File: config.mk
export PLATFORM = sky130hd
export DESIGN_NAME = pkt_rr_scheduler
export DESIGN_NICKNAME = d
export VERILOG_FILES = /design/src/rtl/pkt_pkg.sv /design/src/rtl/rr_arbiter.sv /design/src/rtl/pkt_rr_scheduler.sv
export SDC_FILE = /design/constraint.sdc
export NUM_CORES = 1
export LEC_CHECK = 0
export CORE_AREA = 2 2 186 188
export CTS_CLUSTER_SIZE = 10
export DETAILED_ROUTE_END_ITERATION = 8
export DIE_AREA = 0 0 188 190
export GPL_ROUTABILITY_DRIVEN = 0
export PLACE_DENSITY = 0.62
export SETUP_SLACK_MARGIN = 0.2
export SKIP_LAST_GASP = 1
export SLEW_MARGIN = 10
export SYNTH_ARGS = -nofsm -noshare
export SYNTH_HDL_FRONTEND = slang
export SYNTH_SLANG_ARGS = --single-unit
File: constraint.sdc
create_clock -name iclk -period 3.15 [get_ports iclk]
set_input_delay 0.63 -clock iclk [delete_from_list [all_inputs] [get_ports iclk]]
set_output_delay 0.63 -clock iclk [all_outputs]
set_load 0.1 [all_outputs]
File: src/rtl/pkt_pkg.sv
// pkt_pkg: shared types and constants for the packet round-robin scheduler.
package pkt_pkg;
   localparam int PLEN_WIDTH     = 14;
   localparam int MAX_DATA_WIDTH = 512;
   typedef enum logic {IDLE, XFER} state_e;
   typedef struct packed {
      logic                      sop;
      logic                      eop;
      logic                      bad;
      logic [PLEN_WIDTH-1:0]     plen;
      logic [MAX_DATA_WIDTH-1:0] data;
   } beat_t;
endpackage

File: src/rtl/rr_arbiter.sv
// rr_arbiter: combinational round-robin pick of the first requester after last_grant.
module rr_arbiter #(
   parameter  int N  = 4,
   localparam int IW = (N > 1) ? $clog2(N) : 1
) (
   input  logic [N-1:0]  req,
   input  logic [IW-1:0] last_grant,
   output logic          grant_valid,
   output logic [IW-1:0] grant
);
   logic [IW-1:0] idx;
   // Scan farthest-first so the nearest requester after last_grant overrides.
   always_comb begin
      grant_valid = |req;
      grant = '0;
      idx = '0;
      for (int i = N; i >= 1; i--) begin
         idx = IW'((int'(last_grant) + i) % N);
         if (req[idx]) grant = idx;
      end
   end
endmodule

File: src/rtl/pkt_rr_scheduler.sv
// pkt_rr_scheduler: merges per-port packet streams onto one output, packet-atomic round robin.
module pkt_rr_scheduler
   import pkt_pkg::*;
#(
   parameter int NUM_PORTS  = 4,
   parameter int DATA_WIDTH = 64,
   parameter int CNT_WIDTH  = 16
) (
   input  logic                                  iclk,
   input  logic                                  irst_n,
   input  logic [NUM_PORTS-1:0]                  ivalid,
   input  logic [NUM_PORTS-1:0]                  isop,
   input  logic [NUM_PORTS-1:0]                  ieop,
   input  logic [NUM_PORTS-1:0][PLEN_WIDTH-1:0]  iplen,
   input  logic [NUM_PORTS-1:0][DATA_WIDTH-1:0]  idata,
   input  logic [NUM_PORTS-1:0]                  ibad,
   output logic [NUM_PORTS-1:0]                  iready,
   output logic                                  ovalid,
   output logic                                  osop,
   output logic                                  oeop,
   output logic [PLEN_WIDTH-1:0]                 oplen,
   output logic [DATA_WIDTH-1:0]                 odata,
   output logic                                  obad,
   output logic [$clog2(NUM_PORTS)-1:0]          oport,
   input  logic                                  oready,
   output logic [NUM_PORTS-1:0][CNT_WIDTH-1:0]   opkt_cnt,
   output logic                                  ocpu_interrupt
);
   localparam int PW = $clog2(NUM_PORTS);

   state_e                              state_q, state_d;
   logic [PW-1:0]                       grant_q, grant_d, last_q, last_d, port_q, port_d, arb_idx;
   logic                                arb_valid, first_q, first_d, ovalid_q, ovalid_d, irq_q, irq_d;
   logic                                beat_rdy, accept, consume, err_a, err_b, err_c;
   beat_t                               beat_q, beat_d;
   logic [NUM_PORTS-1:0][CNT_WIDTH-1:0] cnt_q, cnt_d;

   rr_arbiter #(.N(NUM_PORTS)) u_arb (
      .req         (ivalid & isop),
      .last_grant  (last_q),
      .grant_valid (arb_valid),
      .grant       (arb_idx)
   );

   assign beat_rdy = ~ovalid_q | oready;
   assign accept   = (state_q == XFER) && ivalid[grant_q] && beat_rdy;
   assign consume  = ovalid_q & oready;

   always_ff @(posedge iclk or negedge irst_n) begin
      if (!irst_n) begin
         state_q  <= IDLE;
         grant_q  <= '0;
         last_q   <= PW'(NUM_PORTS - 1);
         port_q   <= '0;
         first_q  <= 1'b0;
         ovalid_q <= 1'b0;
         irq_q    <= 1'b0;
         beat_q   <= '0;
         cnt_q    <= '0;
      end else begin
         state_q  <= state_d;
         grant_q  <= grant_d;
         last_q   <= last_d;
         port_q   <= port_d;
         first_q  <= first_d;
         ovalid_q <= ovalid_d;
         irq_q    <= irq_d;
         beat_q   <= beat_d;
         cnt_q    <= cnt_d;
      end
   end

   always_comb begin
      state_d = state_q;
      grant_d = grant_q;
      last_d  = last_q;
      if (state_q == IDLE && arb_valid) begin
         state_d = XFER;
         grant_d = arb_idx;
         last_d  = arb_idx;
      end else if (accept && ieop[grant_q]) begin
         state_d = IDLE;
      end
   end

   always_comb begin
      iready = '0;
      if (state_q == XFER) iready[grant_q] = beat_rdy;
   end

   assign err_a = accept & ~first_q & isop[grant_q];
   assign err_b = (state_q == IDLE) && |(ivalid & ~isop);
   assign err_c = accept && isop[grant_q] && (iplen[grant_q] == '0);

   // plen/bad are captured only on the packet's first beat so they persist to EOP.
   always_comb begin
      first_d  = (state_q == IDLE) ? 1'b1 : (accept ? 1'b0 : first_q);
      ovalid_d = accept | (ovalid_q & ~oready);
      port_d   = accept ? grant_q : port_q;
      irq_d    = irq_q | err_a | err_b | err_c;
      beat_d   = beat_q;
      if (accept) begin
         beat_d.sop  = isop[grant_q];
         beat_d.eop  = ieop[grant_q];
         beat_d.data = MAX_DATA_WIDTH'(idata[grant_q]);
         if (first_q) begin
            beat_d.plen = iplen[grant_q];
            beat_d.bad  = ibad[grant_q];
         end
      end
      for (int p = 0; p < NUM_PORTS; p++)
         cnt_d[p] = cnt_q[p] + CNT_WIDTH'(consume && beat_q.eop && port_q == PW'(p));
   end

   assign ovalid         = ovalid_q;
   assign osop           = ovalid_q & beat_q.sop;
   assign oeop           = ovalid_q & beat_q.eop;
   assign obad           = ovalid_q & beat_q.bad;
   assign oplen          = ovalid_q ? beat_q.plen : '0;
   assign odata          = beat_q.data[DATA_WIDTH-1:0];
   assign oport          = port_q;
   assign opkt_cnt       = cnt_q;
   assign ocpu_interrupt = irq_q;
endmodule

[Yosys cells after proc, flatten, opt, wreduce, memory -nomap -nowiden]
Index checks and enable logic that the tools add are counted.
Storage, ports and cells
  memory bits (read-only): 0
  memory bits (writable): 0
  output and inout bits: 153
  flip-flop bits (word level): 155
  logic and storage cells: 105
  latch bits: 0
  memories: 0
  bits of input ports: 331
Operators by class
  div/mod/pow operators: 0
  eq/ne operators: 4
  magnitude comparators: 6
  $mul: 0
  muxes and demuxes: 32
  reductions and logical operators: 19
  bitwise operators: 20
  add/sub/neg operators: 8
  shift-type cells: 0
Operators by type and width (number)
  binary-select mux 64 bit (select 2 bit): 1
  adder 16 x 1 -> 16 bit: 4
  2-to-1 mux 64 bit: 1
  binary-select mux 14 bit (select 2 bit): 1
  2-to-1 mux 14 bit: 2
  binary-select mux 1 bit (select 2 bit): 8
  less-than comparator 2 x 3 -> 1 bit, second input constant: 5
  logical NOT 14 bit: 1
  logical AND 1 bit: 13
  2-to-1 mux 1 bit: 13
  bitwise AND 4 bit: 3
  2-to-1 mux 2 bit: 4
  OR reduction 4 bit: 2
  bitwise AND 1 bit: 7
  bitwise OR 1 bit: 5
  adder 2 x 1 -> 2 bit, second input constant: 2
  adder 2 bit, second input constant: 2
  equality test 2 bit, second input constant: 2
  2-to-1 mux 4 bit: 1
  NOT 1 bit: 4
  NOT 4 bit: 1
  demux 1 bit (select 2 bit): 1
  equality test 2 x 1 -> 1 bit, second input constant: 1
  greater-or-equal comparator 2 x 1 -> 1 bit, second input constant: 1
  4 further kinds: 4

[Longest topological paths before layout]
  depth after elaboration: 9
  gate-level depth with buffers: 9
  mapped depth without buffers: 8

[Hierarchy]
From an unflattened synthesis, not the netlist that was laid out.
Unflattened totals
  cell total of the unflattened synthesis: 649
  area, all modules: 8912.3 um^2
Modules (own cells, without submodules)
  pkt_rr_scheduler: instances 1, area each 8821.0 um^2, seq. area each 3881.2 um^2, cells an instance 635
  rr_arbiter: instances 1, area each 91.3 um^2, seq. area each 0.0 um^2, cells an instance 14

[Worst setup path before layout]
No wires, ideal clock.
  kind: reg-to-output
  from: reg grant_q[1]
  to: out iready[2]
  data required time: 2.520 ns
  path buffers: 3
  path slack: -0.823 ns
  cell stages (with the launch flop): 6
  data arrival time: 3.343 ns
  path through: dfrtp_1 > clkbuf_1 > clkbuf_1 > clkbuf_1 > inv_1 > nor3_1
On the way
  cells in the longest elaborated chain, start to end: 6
  elaborated cells on any way between the ends: 7
  those cells by class: order compare (2); mux (3); bitwise (1); reduce/logical (1)
Ends and longest elaborated chain
  from (decl): line pkt_rr_scheduler.sv:32  | logic [PW-1:0] grant_q, grant_d, last_q, last_d, port_q, port_d, arb_idx;
  from (signal assigned): line pkt_rr_scheduler.sv:62  | grant_q <= grant_d;
  less-than comparator 2 x 3 -> 1 bit (not written as such) / greater-or-equal comparator 2 x 1 -> 1 bit (equally long branches): line pkt_rr_scheduler.sv:88  | if (state_q == XFER) iready[grant_q] = beat_rdy;
  logical AND 1 bit (not written as such): line pkt_rr_scheduler.sv:88
  2-to-1 mux 1 bit (not written as such): line pkt_rr_scheduler.sv:88
  demux 1 bit (select 2 bit) (*): line pkt_rr_scheduler.sv:88
  bitwise AND 4 bit (no line) (*)
  2-to-1 mux 4 bit (*): line pkt_rr_scheduler.sv:88
  to (decl): line pkt_rr_scheduler.sv:17  | output logic [NUM_PORTS-1:0] iready,
Mark *: on every way between the ends. The rest lies on a longest branch, timed or not.

[Final worst setup path]
  from: in oready
  to: out iready[3]
On the way
  cells in the longest elaborated chain, start to end: 3
Ends and longest elaborated chain
  from (decl): line pkt_rr_scheduler.sv:25  | input logic oready,
  bitwise OR 1 bit: line pkt_rr_scheduler.sv:45  | assign beat_rdy = ~ovalid_q | oready;
  bitwise AND 4 bit (no line)
  2-to-1 mux 4 bit: line pkt_rr_scheduler.sv:88
No other way between the ends.

==> reports/metrics.csv <==
metric,value,unit
sequential share of the synthesized area,0.436,
DR iter-0 viols,303,
endpoints failing setup,0,
Via Count,6959,
sequential cell area,3890,um^2
Critical Path RT,2520,ps
most frequent cells in the layout,"329 x clkdlybuf4s50_1, 158 x buf_4, 150 x dfrtp_1",
critical path type,primary input to output port,
core area,33900,um^2
Routed WL,30700,um
clk buf depth,2,
Cell variety after synth,39,
Fin Clk Skew,14.0,ps
crit-path max FO,5,
syn avg cell area,13.7,um^2
DIE AREA,35700,um^2
Yosys top cell by area,dfrtp_1,
CP endpoint kind,output port,
Peak VDD IR,434,uV
post-CTS setup buffers,0,
worst reg2reg path startpoint,grant_q[0]$_DFFE_PN0P_,
P_int,0.00707,W
layout cells sized above 1,0.342,
worst rel slew slack,0.688,
"most common cell after layout, fill and taps aside",clkdlybuf4s50_1,
vias per inst,4.53,
clk slew on worst S/H paths,70,ps
CP Capture Point,iready[3],
final hold vios,0,
#FFs+latches synth,155,
fmax,381,MHz
Setup crit start,oready,
worst hold margin,151,ps
fin. max-slew vios,0,
synthesized area,8910,um^2
r2r endpoint,beat_q[525]$_DFFE_PN0P_,
period utilization,0.834,
Async SR Flop Fraction,1.00,
Layout area overhead,57.8,%
Mapped Nets,987,
Post-Syn Instances,648,
Vert. Die Dim,190,um
Hold Path Class,primary input to async pin,
Max-Cap Viols,0,
"antenna viol nets, final",0,
Row Count,68,
Synth area leaders,"dfrtp_1 43%, mux4_2 21%, mux2_2 6.4%",
CTS root buf,clkbuf_16,
Max H-tree Level,4,
sw power,0.00805,W
Yosys warning total,0,
pin count of the biggest net entering global routing,63,
CTS sink count,155,
initial core utilization,0.262,
grt total ovfl,0,
IO Port Bufs,483,
LEAKAGE,5.92,nW
Sw Ratio,0.533,
Ports,484,
sequential share of power,0.215,
Worst-Margin Slew,464,ps
WP data arrival,2000,ps
Post-synth top flop,dfrtp_1,
CTS buffer count,17,
final net count,1404,
Logic pwr share,0.643,
unrepaired setup endpoints after global routing,no,
Die Wd,188,um
clock share of power,0.142,
CTS hold repair buffers,0,
Post-synth EDFFs,0,
R2R depth,4,
pwr dens,1080,nW/um^2
fill count,3224,
min cycle time layout,2630,ps
vias in the first global route,7325,
status,"complete, no violations",
Synth top area share,0.430,
initial antenna violation count,2,
router iterations before antenna repair,4,
post-cts sizing count,0,
setup_tns,0,ps
drt wl/cell,20.0,um
first-pass GRT wire length,45700,um
drc violations,0,
Skew-Pair Late Insertion Delay,420,ps
R2R setup slack,890,ps
footprint of the multi-input gates,4340,um^2
CTS tree,done,
HPWL Detailed,25100,um
Startpoint Class,primary input,
total track usage,0.170,
[worst min-delay path by stage]
stage | startpoint | to | cells after the start | slack (ps)
2_1_floorplan | irst_n | beat_q[512]$_DFFE_PN0P_ | 0 | 330
3_3_place_gp | ocpu_interrupt$_DFF_PN0_ | ocpu_interrupt$_DFF_PN0_ | 2 | 460
3_5_place_dp | opkt_cnt[63]$_DFF_PN0_ | opkt_cnt[63]$_DFF_PN0_ | 1 | 460
4_1_cts | irst_n | opkt_cnt[6]$_DFF_PN0_ | 1 | 140
5_1_grt | irst_n | opkt_cnt[6]$_DFF_PN0_ | 1 | 160
6_report | irst_n | opkt_cnt[6]$_DFF_PN0_ | 1 | 150
[synth_stat cells (13+ instances only)]
library cell and count:
and2_1 24, buf_4 65, clkbuf_1 14, dfrtp_1 153
mux2_2 51, mux2_4 28, mux4_2 82, nand2_1 38
nand3_1 18, nand4_1 17, nor2_1 13, xnor2_1 41
xor2_1 15
[power groups by stage]
| stage | combinational (W) | clock [W] | sequential, W |
|---|---|---|---|
| after global routing | 0.0101 | 0.00231 | 0.00336 |
| after CTS | 0.00984 | 0.00222 | 0.00326 |
| after global placement | 0.00978 | 0 | 0.00327 |
| after floorplan | 0.00777 | 0 | 0.00352 |
| final | 0.00973 | 0.00214 | 0.00325 |
| after detailed placement | 0.00983 | 0 | 0.00329 |
[sequential cells by signal, summed over array words and instances (netlist names)]
| signal | flops |
|---|---|
| odata | 64 |
| opkt_cnt | 64 |
| beat_q | 17 |
| grant_q | 2 |
| last_q | 2 |
| oport | 2 |
| first_q | 1 |
| ocpu_interrupt | 1 |
| ovalid | 1 |
| state_q | 1 |
[cell families after synthesis]
kind of cell | after synthesis | synth area share
AOI/OAI and AO/OA | 21 | 0.0143
muxes | 162 | 0.320
and+or+nand+nor | 140 | 0.0843
adders and majority gates | 9 | 0.0124
xor gates and xnor gates | 56 | 0.0551
buffers and inverters | 105 | 0.0782
DFF | 155 | 0.436
[stage by stage]
stage	setup WS, ps	std cells	util	power (W)	instance area, um^2
2_1_floorplan	-56.9	648	-	0.0113	8920
4_1_cts	517	1533	0.414	0.0153	14100
5_1_grt	422	1535	0.414	0.0157	14100
6_report	522	1535	0.414	0.0151	14100
3_5_place_dp	402	1501	0.397	0.0131	13500
3_3_place_gp	435	1501	0.397	0.0130	13500
[layer usage]
metal | GRT usage | share of wire | wire length (um)
met3 | 0.0386 | 0.056 | 1720
met4 | 0.0509 | 0.025 | 762
met1 | 0.209 | 0.40 | 12300
met5 | 0 | 0 | 0
met2 | 0.298 | 0.52 | 15900
[final cells by class]
class | count | area share
diodes | 2 | 0.000356
clock buffers | 18 | 0.0305
clock inverters | 14 | 0.0113
inverters | 8 | 0.00214
multi-input cells | 388 | 0.309
flip-flops and latches | 155 | 0.277
well taps | 455 | 0.0405
repair buffers | 495 | 0.329
[critical path: stages]
cell and delay [ps]:
clkdlybuf4s50_1 510, nand2b_1 260, nand3_1 170, nor2_1 220, buf_12 210
No activity file was read; power rests on OpenSTA's default activity.
